`src/rtl/tlul_arbiter_2to1_if.sv`:
```
// rtl/tlul_arbiter_2to1_if.sv - TL-UL A/D channel bundle shared by the 2:1 arbiter ports
interface tlul_arbiter_2to1_if #(
    parameter int ADDR_WIDTH   = 32,
    parameter int DATA_WIDTH   = 32,
    parameter int MASK_WIDTH   = DATA_WIDTH / 8,
    parameter int SIZE_WIDTH   = 3,
    parameter int OPCODE_WIDTH = 3
) ();
    logic                    a_valid;
    logic                    a_ready;
    logic [OPCODE_WIDTH-1:0] a_opcode;
    logic [SIZE_WIDTH-1:0]   a_size;
    logic [ADDR_WIDTH-1:0]   a_address;
    logic [MASK_WIDTH-1:0]   a_mask;
    logic [DATA_WIDTH-1:0]   a_data;
    logic                    d_valid;
    logic                    d_ready;
    logic [OPCODE_WIDTH-1:0] d_opcode;
    logic [DATA_WIDTH-1:0]   d_data;
    logic                    d_denied;

    modport master (
        output a_valid, a_opcode, a_size, a_address, a_mask, a_data, d_ready,
        input  a_ready, d_valid, d_opcode, d_data, d_denied
    );

    modport slave (
        input  a_valid, a_opcode, a_size, a_address, a_mask, a_data, d_ready,
        output a_ready, d_valid, d_opcode, d_data, d_denied
    );
endinterface

```
`src/rtl/tlul_arbiter_2to1.sv`:
```
// rtl/tlul_arbiter_2to1.sv - round-robin 2:1 TL-UL arbiter, one outstanding transaction
// Optional D-wait timeout with synthesized denied response: TLUL_ARB_TIMEOUT_EN
module tlul_arbiter_2to1 #(
    parameter int ADDR_WIDTH   = 32,
    parameter int DATA_WIDTH   = 32,
    parameter int MASK_WIDTH   = DATA_WIDTH / 8,
    parameter int SIZE_WIDTH   = 3,
    parameter int OPCODE_WIDTH = 3
`ifdef TLUL_ARB_TIMEOUT_EN
    , parameter int TIMEOUT_CYCLES = 255
`endif
) (
    input  logic                 clk_24,
    input  logic                 rst,
    tlul_arbiter_2to1_if.slave   m0,
    tlul_arbiter_2to1_if.slave   m1,
    tlul_arbiter_2to1_if.master  s,
    output logic                 grant,
    output logic                 busy
);

`ifdef TLUL_ARB_TIMEOUT_EN
    typedef enum logic [1:0] {IDLE, A_SEND, D_WAIT, D_ERR} state_t;
    localparam int CNT_W = $clog2(TIMEOUT_CYCLES + 1);
    logic [CNT_W-1:0]        d_cnt;
    logic [OPCODE_WIDTH-1:0] a_op_q;
`else
    typedef enum logic [1:0] {IDLE, A_SEND, D_WAIT} state_t;
`endif

    state_t state;
    logic   last_grant;

    logic                    g_a_valid;
    logic [OPCODE_WIDTH-1:0] g_a_opcode;
    logic [SIZE_WIDTH-1:0]   g_a_size;
    logic [ADDR_WIDTH-1:0]   g_a_address;
    logic [MASK_WIDTH-1:0]   g_a_mask;
    logic [DATA_WIDTH-1:0]   g_a_data;
    logic                    g_d_ready;

    logic                    d_fwd;
    logic [OPCODE_WIDTH-1:0] d_op;
    logic [DATA_WIDTH-1:0]   d_dat;
    logic                    d_den;
    logic                    s_d_rdy;

    assign g_a_valid   = grant ? m1.a_valid   : m0.a_valid;
    assign g_a_opcode  = grant ? m1.a_opcode  : m0.a_opcode;
    assign g_a_size    = grant ? m1.a_size    : m0.a_size;
    assign g_a_address = grant ? m1.a_address : m0.a_address;
    assign g_a_mask    = grant ? m1.a_mask    : m0.a_mask;
    assign g_a_data    = grant ? m1.a_data    : m0.a_data;
    assign g_d_ready   = grant ? m1.d_ready   : m0.d_ready;

    always_ff @(posedge clk_24) begin
        if (rst) begin
            state      <= IDLE;
            grant      <= 1'b0;
            last_grant <= 1'b1;
`ifdef TLUL_ARB_TIMEOUT_EN
            d_cnt      <= '0;
            a_op_q     <= '0;
`endif
        end else begin
            case (state)
                IDLE: begin
                    if (m0.a_valid && m1.a_valid) begin
                        grant <= ~last_grant;
                        state <= A_SEND;
                    end else if (m0.a_valid) begin
                        grant <= 1'b0;
                        state <= A_SEND;
                    end else if (m1.a_valid) begin
                        grant <= 1'b1;
                        state <= A_SEND;
                    end
                end
                A_SEND: begin
                    // A request withdrawn before acceptance: abandon without moving the pointer
                    if (!g_a_valid) begin
                        state <= IDLE;
                    end else if (s.a_ready) begin
                        state <= D_WAIT;
`ifdef TLUL_ARB_TIMEOUT_EN
                        d_cnt  <= '0;
                        a_op_q <= g_a_opcode;
`endif
                    end
                end
                D_WAIT: begin
                    if (s.d_valid && g_d_ready) begin
                        state      <= IDLE;
                        last_grant <= grant;
                    end
`ifdef TLUL_ARB_TIMEOUT_EN
                    else if (d_cnt == CNT_W'(TIMEOUT_CYCLES - 1)) begin
                        state <= D_ERR;
                        d_cnt <= d_cnt + CNT_W'(1);
                    end else begin
                        d_cnt <= d_cnt + CNT_W'(1);
                    end
`endif
                end
`ifdef TLUL_ARB_TIMEOUT_EN
                D_ERR: begin
                    if (g_d_ready) begin
                        state      <= IDLE;
                        last_grant <= grant;
                    end
                end
`endif
                default: state <= IDLE;
            endcase
        end
    end

    assign busy = (state != IDLE);

    assign s.a_valid   = (state == A_SEND) ? g_a_valid   : 1'b0;
    assign s.a_opcode  = (state == A_SEND) ? g_a_opcode  : '0;
    assign s.a_size    = (state == A_SEND) ? g_a_size    : '0;
    assign s.a_address = (state == A_SEND) ? g_a_address : '0;
    assign s.a_mask    = (state == A_SEND) ? g_a_mask    : '0;
    assign s.a_data    = (state == A_SEND) ? g_a_data    : '0;

    assign m0.a_ready = (state == A_SEND) && !grant && s.a_ready;
    assign m1.a_ready = (state == A_SEND) &&  grant && s.a_ready;

    always_comb begin
        d_fwd   = 1'b0;
        d_op    = '0;
        d_dat   = '0;
        d_den   = 1'b0;
        s_d_rdy = 1'b0;
        if (state == D_WAIT) begin
            d_fwd   = s.d_valid;
            d_op    = s.d_opcode;
            d_dat   = s.d_data;
            d_den   = s.d_denied;
            s_d_rdy = g_d_ready;
        end
`ifdef TLUL_ARB_TIMEOUT_EN
        // Synthesized error response; late slave beats are sunk meanwhile
        if (state == D_ERR) begin
            d_fwd   = 1'b1;
            d_op    = (a_op_q == OPCODE_WIDTH'(4)) ? OPCODE_WIDTH'(1) : '0;
            d_den   = 1'b1;
            s_d_rdy = 1'b1;
        end
`endif
    end

    assign s.d_ready = s_d_rdy;

    assign m0.d_valid  = d_fwd && !grant;
    assign m0.d_opcode = m0.d_valid ? d_op  : '0;
    assign m0.d_data   = m0.d_valid ? d_dat : '0;
    assign m0.d_denied = m0.d_valid ? d_den : 1'b0;

    assign m1.d_valid  = d_fwd && grant;
    assign m1.d_opcode = m1.d_valid ? d_op  : '0;
    assign m1.d_data   = m1.d_valid ? d_dat : '0;
    assign m1.d_denied = m1.d_valid ? d_den : 1'b0;

endmodule

```
`src/flat_wrapper.sv`:
```
// flat-port wrapper written by rule: the top's interface ports become plain ports
module tlul_arbiter_2to1_flat 
#(
    parameter int ADDR_WIDTH   = 32,
    parameter int DATA_WIDTH   = 32,
    parameter int MASK_WIDTH   = DATA_WIDTH / 8,
    parameter int SIZE_WIDTH   = 3,
    parameter int OPCODE_WIDTH = 3

)
  (clk_24, rst, grant, busy, m0_a_valid, m0_a_opcode, m0_a_size, m0_a_address, m0_a_mask, m0_a_data, m0_d_ready, m0_a_ready, m0_d_valid, m0_d_opcode, m0_d_data, m0_d_denied, m1_a_valid, m1_a_opcode, m1_a_size, m1_a_address, m1_a_mask, m1_a_data, m1_d_ready, m1_a_ready, m1_d_valid, m1_d_opcode, m1_d_data, m1_d_denied, s_a_valid, s_a_opcode, s_a_size, s_a_address, s_a_mask, s_a_data, s_d_ready, s_a_ready, s_d_valid, s_d_opcode, s_d_data, s_d_denied);
  tlul_arbiter_2to1_if #(.ADDR_WIDTH(ADDR_WIDTH), .DATA_WIDTH(DATA_WIDTH), .MASK_WIDTH(MASK_WIDTH), .SIZE_WIDTH(SIZE_WIDTH), .OPCODE_WIDTH(OPCODE_WIDTH)) m0_i ();
  tlul_arbiter_2to1_if #(.ADDR_WIDTH(ADDR_WIDTH), .DATA_WIDTH(DATA_WIDTH), .MASK_WIDTH(MASK_WIDTH), .SIZE_WIDTH(SIZE_WIDTH), .OPCODE_WIDTH(OPCODE_WIDTH)) m1_i ();
  tlul_arbiter_2to1_if #(.ADDR_WIDTH(ADDR_WIDTH), .DATA_WIDTH(DATA_WIDTH), .MASK_WIDTH(MASK_WIDTH), .SIZE_WIDTH(SIZE_WIDTH), .OPCODE_WIDTH(OPCODE_WIDTH)) s_i ();
  input  logic clk_24;
  input  logic rst;
  output logic grant;
  output logic busy;
  input wire logic [$bits(m0_i.a_valid)-1:0] m0_a_valid;
  input wire logic [$bits(m0_i.a_opcode)-1:0] m0_a_opcode;
  input wire logic [$bits(m0_i.a_size)-1:0] m0_a_size;
  input wire logic [$bits(m0_i.a_address)-1:0] m0_a_address;
  input wire logic [$bits(m0_i.a_mask)-1:0] m0_a_mask;
  input wire logic [$bits(m0_i.a_data)-1:0] m0_a_data;
  input wire logic [$bits(m0_i.d_ready)-1:0] m0_d_ready;
  output wire logic [$bits(m0_i.a_ready)-1:0] m0_a_ready;
  output wire logic [$bits(m0_i.d_valid)-1:0] m0_d_valid;
  output wire logic [$bits(m0_i.d_opcode)-1:0] m0_d_opcode;
  output wire logic [$bits(m0_i.d_data)-1:0] m0_d_data;
  output wire logic [$bits(m0_i.d_denied)-1:0] m0_d_denied;
  input wire logic [$bits(m1_i.a_valid)-1:0] m1_a_valid;
  input wire logic [$bits(m1_i.a_opcode)-1:0] m1_a_opcode;
  input wire logic [$bits(m1_i.a_size)-1:0] m1_a_size;
  input wire logic [$bits(m1_i.a_address)-1:0] m1_a_address;
  input wire logic [$bits(m1_i.a_mask)-1:0] m1_a_mask;
  input wire logic [$bits(m1_i.a_data)-1:0] m1_a_data;
  input wire logic [$bits(m1_i.d_ready)-1:0] m1_d_ready;
  output wire logic [$bits(m1_i.a_ready)-1:0] m1_a_ready;
  output wire logic [$bits(m1_i.d_valid)-1:0] m1_d_valid;
  output wire logic [$bits(m1_i.d_opcode)-1:0] m1_d_opcode;
  output wire logic [$bits(m1_i.d_data)-1:0] m1_d_data;
  output wire logic [$bits(m1_i.d_denied)-1:0] m1_d_denied;
  output wire logic [$bits(s_i.a_valid)-1:0] s_a_valid;
  output wire logic [$bits(s_i.a_opcode)-1:0] s_a_opcode;
  output wire logic [$bits(s_i.a_size)-1:0] s_a_size;
  output wire logic [$bits(s_i.a_address)-1:0] s_a_address;
  output wire logic [$bits(s_i.a_mask)-1:0] s_a_mask;
  output wire logic [$bits(s_i.a_data)-1:0] s_a_data;
  output wire logic [$bits(s_i.d_ready)-1:0] s_d_ready;
  input wire logic [$bits(s_i.a_ready)-1:0] s_a_ready;
  input wire logic [$bits(s_i.d_valid)-1:0] s_d_valid;
  input wire logic [$bits(s_i.d_opcode)-1:0] s_d_opcode;
  input wire logic [$bits(s_i.d_data)-1:0] s_d_data;
  input wire logic [$bits(s_i.d_denied)-1:0] s_d_denied;
  assign m0_i.a_valid = m0_a_valid;
  assign m0_i.a_opcode = m0_a_opcode;
  assign m0_i.a_size = m0_a_size;
  assign m0_i.a_address = m0_a_address;
  assign m0_i.a_mask = m0_a_mask;
  assign m0_i.a_data = m0_a_data;
  assign m0_i.d_ready = m0_d_ready;
  assign m0_a_ready = m0_i.a_ready;
  assign m0_d_valid = m0_i.d_valid;
  assign m0_d_opcode = m0_i.d_opcode;
  assign m0_d_data = m0_i.d_data;
  assign m0_d_denied = m0_i.d_denied;
  assign m1_i.a_valid = m1_a_valid;
  assign m1_i.a_opcode = m1_a_opcode;
  assign m1_i.a_size = m1_a_size;
  assign m1_i.a_address = m1_a_address;
  assign m1_i.a_mask = m1_a_mask;
  assign m1_i.a_data = m1_a_data;
  assign m1_i.d_ready = m1_d_ready;
  assign m1_a_ready = m1_i.a_ready;
  assign m1_d_valid = m1_i.d_valid;
  assign m1_d_opcode = m1_i.d_opcode;
  assign m1_d_data = m1_i.d_data;
  assign m1_d_denied = m1_i.d_denied;
  assign s_a_valid = s_i.a_valid;
  assign s_a_opcode = s_i.a_opcode;
  assign s_a_size = s_i.a_size;
  assign s_a_address = s_i.a_address;
  assign s_a_mask = s_i.a_mask;
  assign s_a_data = s_i.a_data;
  assign s_d_ready = s_i.d_ready;
  assign s_i.a_ready = s_a_ready;
  assign s_i.d_valid = s_d_valid;
  assign s_i.d_opcode = s_d_opcode;
  assign s_i.d_data = s_d_data;
  assign s_i.d_denied = s_d_denied;
  tlul_arbiter_2to1 #(.ADDR_WIDTH(ADDR_WIDTH), .DATA_WIDTH(DATA_WIDTH), .MASK_WIDTH(MASK_WIDTH), .SIZE_WIDTH(SIZE_WIDTH), .OPCODE_WIDTH(OPCODE_WIDTH)) u_core (.clk_24(clk_24), .rst(rst), .m0(m0_i), .m1(m1_i), .s(s_i), .grant(grant), .busy(busy));
endmodule
```
`config.mk`:
```
export PLATFORM = sky130hd
export DESIGN_NAME = tlul_arbiter_2to1_flat
export DESIGN_NICKNAME = d
export VERILOG_FILES = /design/src/rtl/tlul_arbiter_2to1_if.sv /design/src/rtl/tlul_arbiter_2to1.sv /design/src/flat_wrapper.sv
export SDC_FILE = /design/constraint.sdc
export NUM_CORES = 1
export LEC_CHECK = 0
export BUFFER_PORTS_ARGS = -buffer_cell sky130_fd_sc_hd__buf_2
export CORE_AREA = 5 5 132 134
export CTS_CLUSTER_SIZE = 40
export DETAILED_ROUTE_END_ITERATION = 10
export DIE_AREA = 0 0 137 139
export HOLD_SLACK_MARGIN = 0.15
export PLACE_DENSITY = 0.51
export SKIP_CTS_REPAIR_TIMING = 1
export SLEW_MARGIN = 10
export SYNTH_ARGS = -nofsm -noshare
export SYNTH_HDL_FRONTEND = slang
export SYNTH_SLANG_ARGS = --single-unit
export TNS_END_PERCENT = 30
```
`constraint.sdc`:
```
create_clock -name clk_24 -period 1.63 [get_ports clk_24]
set_input_delay 0.326 -clock clk_24 [delete_from_list [all_inputs] [get_ports clk_24]]
set_output_delay 0.326 -clock clk_24 [all_outputs]
set_load 0.01 [all_outputs]
```
==> out/qor.json, run 1 <==
{
  "sequentialPowerShare_pct": 7.3,
  "dp.final_hpwl_microns": 11600,
  "power-per-cell-area_nw_per_um2": 380,
  "slew_headroom_pct": 85.5,
  "irDropWorstVdd_mv": 0.215,
  "worst_setup_hold_path_clk_slew_ns": 0.03,
  "clock_power_share_pct": 24.4,
  "detailroute.via_count": 3141,
  "power_uw": 1550,
  "io_buffers": 345,
  "timing.final.ws_setup_ns": -0.152,
  "route.final.wire_length_microns": 14600,
  "crit_path_start_kind": "flip-flop",
  "clock.fmax_mhz": 561,
  "synth_nets": 397,
  "setup-violations-final": 147,
  "finalNetCount": 755,
  "firstDrtPassIters": 4,
  "swShare_pct": 35.9,
  "synthDominantAreaCellType": "sky130_fd_sc_hd__a22o_1",
  "ff2ff_setup_slack_ns": 0.39,
  "tmin_final_ns": 1.78,
  "fin_crit_share_pct": 109,
  "cts_max_level": 1,
  "vias_per_cell": 4.02,
  "horizontal_extent_of_the_die_microns": 137,
  "synth_seq_area_share_pct": 5.16,
  "timing.critical_path.cells": "nand2b_4, nor2_4, buf_12, clkbuf_16, a22o_1, buf_2",
  "postPlaceCellArea_sq_um": 3550,
  "first_pass_grt_wire_length_microns": 18000,
  "finish.instance_area_sq_um": 4070,
  "syn_inst": 205,
  "drt.antenna.violating_nets": 0,
  "critPathMaxStageDelay_ns": 0.31,
  "crit_family": "buffers and inverters",
  "starting_density_of_the_core_pct": 9.60,
  "final_layout_size_suffix_gt1_share_pct": 69.5,
  "core_util_final_pct": 25.2,
  "worstSetupPathType": "flip-flop to output pin",
  "gp_congestion": 0.822,
  "initialDrtViolationCount": 159,
  "netlist_area_sq_um": 1550,
  "critical_path_required_ns": 1.30,
  "detailedPlace.worstSlack_ns": 0.0632,
  "critical_path_buf_inv_count": 3,
  "grt_antenna_before_repair": 6,
  "overall_die_height_microns": 139,
  "leakagePower_uw": 0.00246,
  "timing_worst_slew_pin_value_ns": 0.217,
  "io-pin-count": 346,
  "drt-wirelength-per-cell_microns": 18.7,
  "power.net_switching_uw": 555,
  "slew_violations": 0,
  "ys_warn_count": 0,
  "power_report.internal_total_uw": 991,
  "grt_start_max_net_pins": 46,
  "numClockSinks": 4,
  "timing.final.hold_violations": 0,
  "timing.critical_path.slowest_stage_cell": "sky130_fd_sc_hd__dfxtp_2",
  "rsz0062_at_grt": "true",
  "flops_latches_synth": 4,
  "post-synth-top-area-fraction_pct": 41.7,
  "most_used_cells_in_the_layout_excluding_fill_and_tap_cells": "sky130_fd_sc_hd__buf_2 (337), sky130_fd_sc_hd__a22o_1 (74), sky130_fd_sc_hd__and2_1 (73), sky130_fd_sc_hd__buf_6 (13), sky130_fd_sc_hd__clkbuf_16 (11)",
  "std_cell_rows": 47,
  "worstPathArrival_ns": 1.46,
  "outcome": "finished, violations left",
  "clock_tree_from_tritoncts": "yes",
  "share_of_power_burned_in_combinational_logic_pct": 68.3,
  "worstSetupEndpointType": "output pin",
  "clock-skew-final_ns": 0.000816,
  "design.die.area_sq_um": 19000,
  "critPathMaxFanout": 7,
  "grt-ovfl-total": 0,
  "synth_area_leaders": "sky130_fd_sc_hd__a22o_1 (42%), sky130_fd_sc_hd__and2_1 (30%), sky130_fd_sc_hd__dfxtp_1 (5.2%), sky130_fd_sc_hd__buf_6 (4.4%), sky130_fd_sc_hd__buf_4 (3.4%)",
  "clock_tree.buffer_depth": 2,
  "violations": "negative setup slack",
  "cts.root.buffer_cell": "sky130_fd_sc_hd__clkbuf_16",
  "cts_made_buffers": 3,
  "layout_commonest_cell": "sky130_fd_sc_hd__buf_2",
  "synthDistinctLibCells": 23,
  "grt_usage_pct": 12.2,
  "timing.hold.ws_ns": 0.330,
  "worstSkewPairLatency_ns": 0.22,
  "floorplan.core_area_sq_um": 16200,
  "mean_area_per_synthesized_cell_sq_um": 7.57,
  "detail_route.drc_violations": 0,
  "hold_path_class": "primary input to flip-flop",
  "diodes": 0,
  "filler_cells": 1771,
  "max_cap_viols": 0,
  "synthToLayoutAreaGrowth_pct": 162,
  "grt_pass1_vias": 2980
}
==> final cells by class <==
type / count / area [sq um] / share of cell area (%)
tap: 220 / 275 / 6.76
sequential: 4 / 83.8 / 2.06
inverter: 4 / 15.0 / 0.369
clock buffer: 3 / 75.1 / 1.84
timing repair buffer: 376 / 2310 / 56.8
multi-input combinational: 174 / 1310 / 32.2
==> logic make-up after synthesis <==
group | count (synthesis) | share of synthesized area, %
buffers and inverters | 27 | 11.6
muxes | 2 | 1.29
DFF | 4 | 5.16
AOI/OAI and AO/OA | 81 | 45.0
and+or+nand+nor | 91 | 37.0
==> registers in the layout, indices dropped and copies added, names as in the netlist <==
name and count:
u_core.grant 1, u_core.last_grant 1, u_core.state 2
==> cell usage after synthesis <==
master,count
sky130_fd_sc_hd__a22o_1,74
sky130_fd_sc_hd__and2_1,74
sky130_fd_sc_hd__nor2_1,8
sky130_fd_sc_hd__buf_4,7
sky130_fd_sc_hd__buf_2,6
sky130_fd_sc_hd__buf_6,6
sky130_fd_sc_hd__clkbuf_1,4
sky130_fd_sc_hd__dfxtp_1,4
sky130_fd_sc_hd__inv_1,3
sky130_fd_sc_hd__a21oi_1,2
sky130_fd_sc_hd__mux2i_1,2
sky130_fd_sc_hd__nand2_1,2
sky130_fd_sc_hd__nand2b_1,2
sky130_fd_sc_hd__nor2_4,2
sky130_fd_sc_hd__a21o_1,1
sky130_fd_sc_hd__a32o_1,1
sky130_fd_sc_hd__inv_2,1
sky130_fd_sc_hd__nand2b_4,1
sky130_fd_sc_hd__nand3_1,1
sky130_fd_sc_hd__nand3b_4,1
sky130_fd_sc_hd__o211ai_1,1
sky130_fd_sc_hd__o21ai_0,1
sky130_fd_sc_hd__o32a_1,1
==> worst reg2reg max path, cell delays in order, from the launching register on <==
cell                      delay, ns
sky130_fd_sc_hd__dfxtp_2       0.36
sky130_fd_sc_hd__buf_4         0.17
sky130_fd_sc_hd__mux2i_1       0.24
sky130_fd_sc_hd__nor2_1        0.10
sky130_fd_sc_hd__a32o_1        0.26
==> power groups by stage <==
stage | clock, uW | combinational, uW | sequential (uW)
finish | 377 | 1060 | 113
global placement | 0 | 901 | 112
CTS | 388 | 900 | 111
global route | 399 | 1130 | 113
floorplan | 0 | 405 | 112
detailed placement | 0 | 892 | 112
==> layer usage <==
metal  vias to the layer above  track usage [%]  share of wire, %
li1                       1469                -                 -
met1                      1390             13.9                37
met2                       236             22.6                48
met3                        34             3.45                12
met4                        12             2.31               2.0
met5                         -                0              0.52
==> worst paths after layout <==
path                             startpoint                             end  cells past startpoint
min                                     rst       u_core.grant$_SDFFE_PP0P_                      2
max            u_core.state[1]$_SDFFE_PP0P_                 s_a_address[18]                      6
max reg2reg       u_core.grant$_SDFFE_PP0P_    u_core.state[1]$_SDFFE_PP0P_                      4
min reg2reg  u_core.last_grant$_SDFFE_PP1P_  u_core.last_grant$_SDFFE_PP1P_                      2
==> per-stage QoR <==
stage	std cells	setup TNS, ns
floorplan	205	0
detailed placement	756	0
global placement	756	0
global route	781	-23.26
CTS	759	-16.02
finish	781	-13.18
(Power assumes the default switching activity.)
==> inputs of run 2 (changes only) <==
Settings changed: PLACE_DENSITY 0.51 to not set.
==> run 2 against run 1 <==
Effect of this change:
- the flow still finishes with violations (negative setup slack)
- final cell count fell by 0.90%
- largest power group unchanged
- sequential cell count did not move
- critical endpoint is now s_a_data[12]
- critical path depth rose by 1
==> out/qor.json, run 2 (synthesis results as in run 1) <==
{
  "design.die.area_sq_um": 19000,
  "worstSkewPairLatency_ns": 0.22,
  "timing_worst_slew_pin_value_ns": 0.182,
  "grt_antenna_before_repair": 6,
  "slew_violations": 0,
  "critPathMaxFanout": 6,
  "critical_path_required_ns": 1.30,
  "vias_per_cell": 4.01,
  "numClockSinks": 4,
  "outcome": "finished, violations left",
  "critPathMaxStageDelay_ns": 0.31,
  "drt-wirelength-per-cell_microns": 17.7,
  "layout_commonest_cell": "sky130_fd_sc_hd__buf_2",
  "clock-skew-final_ns": 0.000376,
  "ff2ff_setup_slack_ns": 0.40,
  "diodes": 0,
  "starting_density_of_the_core_pct": 9.60,
  "initialDrtViolationCount": 88,
  "worstPathArrival_ns": 1.56,
  "cts_max_level": 1,
  "route.final.wire_length_microns": 13700,
  "largest_register": "u_core.state",
  "timing.critical_path.cells": "nand2b_4, nor2_4, buf_12, buf_12, clkbuf_16, a22o_1, buf_2",
  "slew_headroom_pct": 87.6,
  "violations": "negative setup slack",
  "final_layout_size_suffix_gt1_share_pct": 70.0,
  "io-pin-count": 346,
  "most_used_cells_in_the_layout_excluding_fill_and_tap_cells": "sky130_fd_sc_hd__buf_2 (328), sky130_fd_sc_hd__and2_1 (74), sky130_fd_sc_hd__a22o_1 (70), sky130_fd_sc_hd__buf_6 (18), sky130_fd_sc_hd__buf_12 (10)",
  "irDropWorstVdd_mv": 0.255,
  "tmin_final_ns": 1.89,
  "synthToLayoutAreaGrowth_pct": 160,
  "cts.root.buffer_cell": "sky130_fd_sc_hd__clkbuf_16",
  "detail_route.drc_violations": 0,
  "grt-ovfl-total": 0,
  "cts_made_buffers": 3,
  "floorplan.core_area_sq_um": 16200,
  "overall_die_height_microns": 139,
  "horizontal_extent_of_the_die_microns": 137,
  "crit_path_start_kind": "flip-flop",
  "timing.final.hold_violations": 0,
  "detailroute.via_count": 3107,
  "timing.critical_path.slowest_stage_cell": "sky130_fd_sc_hd__dfxtp_2",
  "dp.final_hpwl_microns": 10900,
  "std_cell_rows": 47,
  "grt_pass1_vias": 3024,
  "leakagePower_uw": 0.00244,
  "gp_congestion": 0.852,
  "max_cap_viols": 0,
  "finalNetCount": 748,
  "setup-violations-final": 148,
  "drt.antenna.violating_nets": 0,
  "timing.final.ws_setup_ns": -0.256,
  "clock.fmax_mhz": 530,
  "io_buffers": 345,
  "rsz0062_at_grt": "true",
  "post-place-cells": 755,
  "reg_top3": "u_core.state (2), u_core.grant (1), u_core.last_grant (1)",
  "grt_usage_pct": 11.8,
  "largest_register_ff_count": 2,
  "fin_crit_share_pct": 116,
  "worstSetupPathType": "flip-flop to output pin",
  "fin_tns_setup_ns": -17.03,
  "firstDrtPassIters": 5,
  "core_util_final_pct": 25.0,
  "power-per-cell-area_nw_per_um2": 396,
  "layout.cells.non_filler": 774,
  "worst_setup_hold_path_clk_slew_ns": 0.03,
  "clock_tree_from_tritoncts": "yes",
  "grt_start_max_net_pins": 44,
  "hold_path_class": "primary input to flip-flop",
  "detailedPlace.worstSlack_ns": -0.0148,
  "worst_path_most_repeated_cell": "sky130_fd_sc_hd__buf_12",
  "first_pass_grt_wire_length_microns": 17100,
  "worstSetupEndpointType": "output pin",
  "clock_tree.buffer_depth": 2
}
## run 2: cell count changes in the layout (fill, tap and decap cells not counted), sizes merged
cell	previous run	this run
buf	368	364
clkbuf	11	8
## run 2: path summary, 6_finish.rpt
path | from | end | cells past startpoint
min reg2reg | u_core.last_grant$_SDFFE_PP1P_ | u_core.last_grant$_SDFFE_PP1P_ | 2
max | u_core.state[1]$_SDFFE_PP0P_ | s_a_data[12] | 7
max reg2reg | u_core.grant$_SDFFE_PP0P_ | u_core.state[1]$_SDFFE_PP0P_ | 4
min | rst | u_core.state[0]$_SDFFE_PP0P_ | 2
## run 2: through the flow
step / hold slack (ns) / total power, uW / cell area, sq um
floorplan: 0.395 / 517 / 1550
global placement: 0.497 / 1020 / 3540
detailed placement: 0.506 / 1020 / 3540
CTS: 0.329 / 1410 / 3610
global route: 0.342 / 1690 / 4040
finish: 0.324 / 1600 / 4040
## run 2: layer usage
metal	up-vias	share of wire (%)	global-route usage (%)	wire length, microns
li1	1458	-	-	-
met1	1397	40	13.8	5460
met2	232	47	20.5	6390
met3	14	12	3.66	1650
met4	6	1.1	3.15	151
met5	-	0.30	0	41
## run 2: layout make-up
type | count | area [sq um]
Clock buffer | 3 | 75.1
Multi-Input combinational cell | 174 | 1350
Sequential cell | 4 | 83.8
Timing Repair Buffer | 369 | 2240
Fill cell | 1788 | 12100
Inverter | 4 | 15.0
Tap cell | 220 | 275
## run 2: report_power, final
group / total, uW / internal, uW / switching (uW)
Combinational: 1110 / 602 / 506
Sequential: 113 / 106 / 7.17
Clock: 381 / 313 / 68.0
## run 2: critical path: cells and delay by family (launching register included)
family,cells,cell delay [ns]
AOI/OAI and AO/OA,1,0.16
and+or+nand+nor,2,0.35
DFF,1,0.31
buffers and inverters,4,0.51
